### src/rtl/word_announcer.sv
// word_announcer: round sequencer for the FIGHT!/VICTORY!/DEFEAT! banners.
// Counts frame ticks to time the opening and result banners, blinks the
// result banner and gates player input outside of combat.
module word_announcer #(
  parameter int unsigned FIGHT_FRAMES  = 90,
  parameter int unsigned RESULT_FRAMES = 180,
  parameter int unsigned BLINK_BIT     = 3
) (
  input  logic Clk,
  input  logic Reset,
  input  logic frame_clk,
  input  logic round_start,
  input  logic p1_hp_zero,
  input  logic p2_hp_zero,
  output logic fight_active,
  output logic victory_active,
  output logic defeat_active,
  output logic input_enable,
  output logic round_over
);

  localparam logic [8:0] FIGHT_LAST  = 9'(FIGHT_FRAMES - 1);
  localparam logic [8:0] RESULT_LAST = 9'(RESULT_FRAMES - 1);

  typedef enum logic [2:0] {
    IDLE,
    FIGHT,
    COMBAT,
    WIN,
    LOSE
  } state_t;

  state_t     state;
  state_t     state_next;
  logic       frame_q;
  logic       tick;
  logic [8:0] fcnt;
  logic       round_over_q;
  logic       round_over_next;

  // Frame edge detector; resets high so a frame_clk already high at reset
  // release does not produce a spurious tick.
  always_ff @(posedge Clk) begin
    if (!Reset) frame_q <= 1'b1;
    else        frame_q <= frame_clk;
  end

  assign tick = frame_clk & ~frame_q;

  // State register.
  always_ff @(posedge Clk) begin
    if (!Reset) state <= IDLE;
    else        state <= state_next;
  end

  // Next-state decode and end-of-result-banner detection.
  always_comb begin
    state_next      = state;
    round_over_next = 1'b0;
    case (state)
      IDLE: begin
        if (round_start) state_next = FIGHT;
      end
      FIGHT: begin
        if (tick && (fcnt == FIGHT_LAST)) state_next = COMBAT;
      end
      COMBAT: begin
        // Player 1 takes priority, so a double knock-out is a loss.
        if (p1_hp_zero)      state_next = LOSE;
        else if (p2_hp_zero) state_next = WIN;
      end
      WIN, LOSE: begin
        if (tick && (fcnt == RESULT_LAST)) begin
          state_next      = IDLE;
          round_over_next = 1'b1;
        end
      end
      default: state_next = IDLE;
    endcase
  end

  // Frame counter: cleared on every state change (a coinciding tick is
  // dropped), otherwise counts ticks.
  always_ff @(posedge Clk) begin
    if (!Reset)                   fcnt <= '0;
    else if (state_next != state) fcnt <= '0;
    else if (tick)                fcnt <= fcnt + 9'd1;
  end

  // Registered round_over pulse, high for the first IDLE cycle after a result.
  always_ff @(posedge Clk) begin
    if (!Reset) round_over_q <= 1'b0;
    else        round_over_q <= round_over_next;
  end

  // Banner and input-gate decode from state and frame count.
  always_comb begin
    fight_active   = 1'b0;
    victory_active = 1'b0;
    defeat_active  = 1'b0;
    input_enable   = 1'b0;
    case (state)
      FIGHT:   fight_active   = 1'b1;
      COMBAT:  input_enable   = 1'b1;
      WIN:     victory_active = ~fcnt[BLINK_BIT];
      LOSE:    defeat_active  = ~fcnt[BLINK_BIT];
      default: ;
    endcase
  end

  assign round_over = round_over_q;

endmodule

### config.mk
export PLATFORM = sky130hd
export DESIGN_NAME = word_announcer
export DESIGN_NICKNAME = d
export VERILOG_FILES = /design/src/rtl/word_announcer.sv
export SDC_FILE = /design/constraint.sdc
export NUM_CORES = 1
export LEC_CHECK = 0
export CAP_MARGIN = 30
export CORE_UTILIZATION = 37
export CTS_BUF_LIST = sky130_fd_sc_hd__clkbuf_16
export CTS_CLUSTER_DIAMETER = 80
export CTS_CLUSTER_SIZE = 10
export DETAILED_ROUTE_END_ITERATION = 8
export GPL_ROUTABILITY_DRIVEN = 0
export PLACE_DENSITY = 0.59
export RECOVER_POWER = 25
export SETUP_SLACK_MARGIN = 0.05
export SLEW_MARGIN = 40
export SYNTH_ARGS = -nofsm -noshare
export SYNTH_HDL_FRONTEND = slang
export SYNTH_SLANG_ARGS = --single-unit
export TNS_END_PERCENT = 5
### constraint.sdc
create_clock -name Clk -period 4.9 [get_ports Clk]
set_clock_uncertainty 0.15 [all_clocks]
set_input_delay 0.98 -clock Clk [delete_from_list [all_inputs] [get_ports Clk]]
set_output_delay 0.98 -clock Clk [all_outputs]
set_load 0.02 [all_outputs]
# Word-level counts from Yosys, hierarchy flattened
# Cells that the tools add are included.
totals:
  regBits: 14
  in_bits: 6
  out_inout_bits: 5
classes:
  addsub: 1
  eq_ne: 7
  mux: 11
  n_bitwise: 4
  reduce_logical: 6
op_table:
  columns: ["op", "count"]
  rows:
  - ["$mux W3", 5]
  - ["$pmux W3 S4", 1]
  - ["$add A9 B1 Y9 const B", 1]
  - ["$eq A9 B7 Y1 const B", 1]
  - ["$eq A9 B8 Y1 const B", 1]
  - ["$eq A3 B2 Y1 const B", 2]
  - ["$mux W1", 5]
  - ["$reduce_or A2 Y1", 2]
  - ["$eq A3 B1 Y1 const B", 1]
  - ["$eq A3 B3 Y1 const B", 1]
  - ["$logic_not A3 Y1", 1]
  - ["$ne A3 B3 Y1", 1]
  - ["$not A1 Y1", 3]
  - ["$logic_and A1 B1 Y1", 2]
  - ["$reduce_and A2 Y1", 1]
  - ["$and A1 B1 Y1", 1]

# Longest topological paths before layout
logic_depth:
  word_depth: 7
  mapped_depth: 6
  mapped_depth_nobuf: 6

# Worst setup path before layout
# No wires, ideal clock.
synth_timing:
  path_kind: "register to output"
  start: "register state[2]"
  end: "output defeat_active"
  arrival_time_ns: 1.204
  slack_ns: 2.566
  stages_incl_launch_ff: 3
  path_buffers: 1
  path_cell_list: "dfxtp_1 -> clkbuf_8 -> nor4b_1"
synth_between:
  elab_chain_len: 2
synth_lines:
  columns: ["item", "line", "rtl"]
  rows:
  - ["start: declaration", "33", "state_t state;"]
  - ["start signal: assignment", "53", "else state <= state_next;"]
  - ["$eq A3 B3 Y1", "102", "case (state)"]
  - ["$mux W1", "102", null]
  - ["end: declaration", "17", "output logic defeat_active,"]
# No other way between the ends.

# Worst setup path in the final report
layout_timing:
  start: "register state[1]"
  end: "output victory_active"
layout_between:
  elab_chain_len: 2
layout_lines:
  columns: ["item", "line", "rtl"]
  rows:
  - ["$eq A3 B2 Y1", "102", null]
  - ["$mux W1", "102", null]
  - ["end: declaration", "16", "output logic victory_active,"]
# No other way between the ends.

==> results.tsv <==
stage	metric	value	unit
setup_path	Worst EP required	3.77	ns
route	residual DRC count	0	
layout	fin cells	127	
outcome	outcome	complete, no violations	
yosys	main combinational cell family by area after synthesis	simple AND/OR/NAND/NOR gates	
setup_path	Worst Setup SP	state[1]	
floorplan	core area	2040	um^2
global_routing	vias in the first global route	650	
floorplan	die width	49.7	um
setup_path	family with the most delay on the worst path	buffers and inverters	
sta	RSZ-0062 raised after global routing	no	
clocking	Reg clk slew, reported paths	0.05	ns
setup_path	Startpoint Class	register	
yosys	Post-Synth XOR/XNOR Area	0.0832	
sta	Fin Setup TNS	0	ns
setup_path	Cell Chain, Critical Path	nand2_1 > nor3_1 > clkdlybuf4s50_1	
floorplan	I/O pin count	11	
clocking	cts bufs inserted	3	
floorplan	num rows	16	
route	initial DRC count	15	
run	max-cap violations	0	
clocking	clock tree from TritonCTS	built	
route	Wirelength per Cell	13.0	um
setup_path	Critical path buffers and inverters	1	
global_routing	grt total ovfl	0	
clocking	setup bufs post-CTS	0	
pwr	Static Leak	0.350	nW
sta	slew margin rel.	0.682	
pwr	Peak VDD IR	0.167	mV
min_path	Worst Hold End	fcnt[8]	
min_path	Hold Path Cell Cnt	2	
clocking	CTS Hold Buffers Added	0	
clocking	clock tree root driver cell	clkbuf_16	
setup_path	CP Depth	3	
floorplan	DIE AREA	2470	um^2
sta	Worst Tran Pin Value	0.476	ns
sta	Fmax	342	MHz
yosys	sequential share of the synthesized area	0.333	
setup_path	Reg2Reg Depth	5	
global_routing	pin count of the biggest net entering global routing	13	
yosys	post-synthesis cell type count	34	
setup_path	Worst R2R End	fcnt[1]	
clocking	H-tree depth	1	
route	Routed Antenna Nets	0	
placement	detailed placement HPWL	1200	um
clocking	Longest Clk Path Bufs	2	
setup_path	CP peak stage delay	0.63	ns
route	final wirelength	1650	um
layout	layout cells sized above 1	0.100	
min_path	min-delay src	fcnt[8]	
placement	IO Port Bufs	10	
yosys	synthesized-area fraction occupied by and/or/nand/nor cells	0.358	
sta	Pins Over Slew Limit	0	
sta	final setup violating endpoints	0	
yosys	post-synth top area cell	dfxtp_1	
global_routing	first-pass GRT wire length	2980	um
yosys	Synthesis Warnings	0	
layout	Area Growth Syn to Fin	17.7	%
layout	commonest non-fill, non-tap cell in the layout	dfxtp_1	
layout	Inserted Diodes	0	
sta	Final Hold Vio Count	0	
setup_path	crit end category	primary output	
setup_path	R2R setup slack	2.85	ns
layout	most frequent cells in the layout	14 x dfxtp_1, 8 x nor3_1, 8 x nor2_1, 8 x clkdlybuf4s50_1	
yosys	multiplexer share of the synthesized area	0	
sta	Tcrit/Tclk final	0.596	
yosys	Syn Area/Cell	9.36	um^2
route	First-pass DRT Iterations	4	
yosys	synth top area cells	dfxtp_1 33%, xor2_1 7.3%, nor3_1 4.8%, nand4_1 4.5%, buf_6 4.0%	
layout	Util after Layout	0.485	
yosys	Synth Area in Compound Gates	0.126	
floorplan	initial core utilization	0.412	
setup_path	Worst R2R Start	fcnt[0]	
placement	placed cells	123	
yosys	Cells after Synth	90	
setup_path	crit-path max FO	11	
yosys	Net Count, Synth	98	
sta	final worst slack	1.98	ns
yosys	adder-cell share of the synthesized area	0.0297	
yosys	top cell type's share of synthesized area	0.333	
clocking	CTS sink cnt	14	
route	routed vias	688	
clocking	# resized after CTS	0	
layout	nets	109	
setup_path	kind of critical path	register to primary output	
setup_path	crit path DAT	1.79	ns
yosys	Post-Syn Area	842	um^2
sta	min cycle time layout	2.92	ns
route	Via-to-Cell Ratio	5.42	
global_routing	gr usage total	0.163	
placement	Post-Place Setup Slack	2.17	ns
global_routing	initial antenna violation count	0	
floorplan	Die Height	49.7	um
setup_path	slowest cell on the critical path	clkdlybuf4s50_1	
pwr	Cell Pwr Density	293	nW/um^2
clocking	worst skew pair latency	0.24	ns
yosys	flops & latches, synth	14	
min_path	worst min path class	register to register	
[state kept, by name (all words and copies together) (netlist names)]
name and flops:
state 3, round_over 1, fcnt 9, frame_q 1
[cells in the mapped netlist, drive strengths merged]
cell type and number:
a2111oi 1, a21oi 2, a221oi 1, a31oi 1, a41oi 1, and2b 1, and3 2, and3b 1
and4b 2, and4bb 1, buf 3, clkbuf 1, dfxtp 14, ha 2, inv 3, nand2 7
nand2b 2, nand3b 1, nand4 7, nor2 9, nor2b 1, nor3 8, nor3b 4, nor4b 1
o211ai 1, o21a 2, o21ai 3, xnor2 1, xor2 7
[layout make-up]
type | instances | area, um^2
inverters | 3 | 11.3
repair buffers | 10 | 100
fillers | 206 | 1050
well taps | 27 | 33.8
clock inverters | 1 | 3.75
clock buffers | 3 | 75.1
multi-input cells | 69 | 487
flip-flops and latches | 14 | 280
[metal layers]
metal	vias up	global-route usage	part of all wire
met2	13	0.255	0.46
met3	5	0.0278	0.034
met5	-	0	0
li1	349	-	-
met4	0	0.100	0.027
met1	321	0.207	0.48
[power breakdown]
part / switching [mW] / internal [mW]
registers: 0.00247 / 0.116
clock network: 0.0472 / 0.108
logic: 0.00838 / 0.00848
total: 0.0581 / 0.232
[cells by family after synthesis]
family / count (synthesis)
buffers and inverters: 7
xor gates and xnor gates: 8
DFF: 14
AOI/OAI and AO/OA: 12
and+or+nand+nor: 47
adders and majority gates: 2
[worst register-to-register path: stages (launching register included)]
cell and delay [ns]:
dfxtp_1 0.34, ha_1 0.24, and4b_1 0.24, a41oi_2 0.20
nand4_1 0.41, a2111oi_4 0.38
[per-stage QoR]
step / instance area (um^2) / hold slack, ns / power, mW
5_1_grt: 991 / 0.455 / 0.300
3_3_place_gp: 928 / 0.372 / 0.138
6_report: 991 / 0.388 / 0.290
2_1_floorplan: 842 / 0.351 / 0.131
3_5_place_dp: 928 / 0.382 / 0.139
4_1_cts: 1010 / 0.393 / 0.295
[worst max path at each step]
| stage | slack, ns | endpoint |
|---|---|---|
| floorplan | 2.57 | defeat_active |
| global placement | 2.21 | fcnt[1] |
| detailed placement | 2.17 | fcnt[1] |
| CTS | 1.96 | victory_active |
| global route | 1.85 | victory_active |
| finish | 1.98 | victory_active |
(Power assumes the default switching activity.)
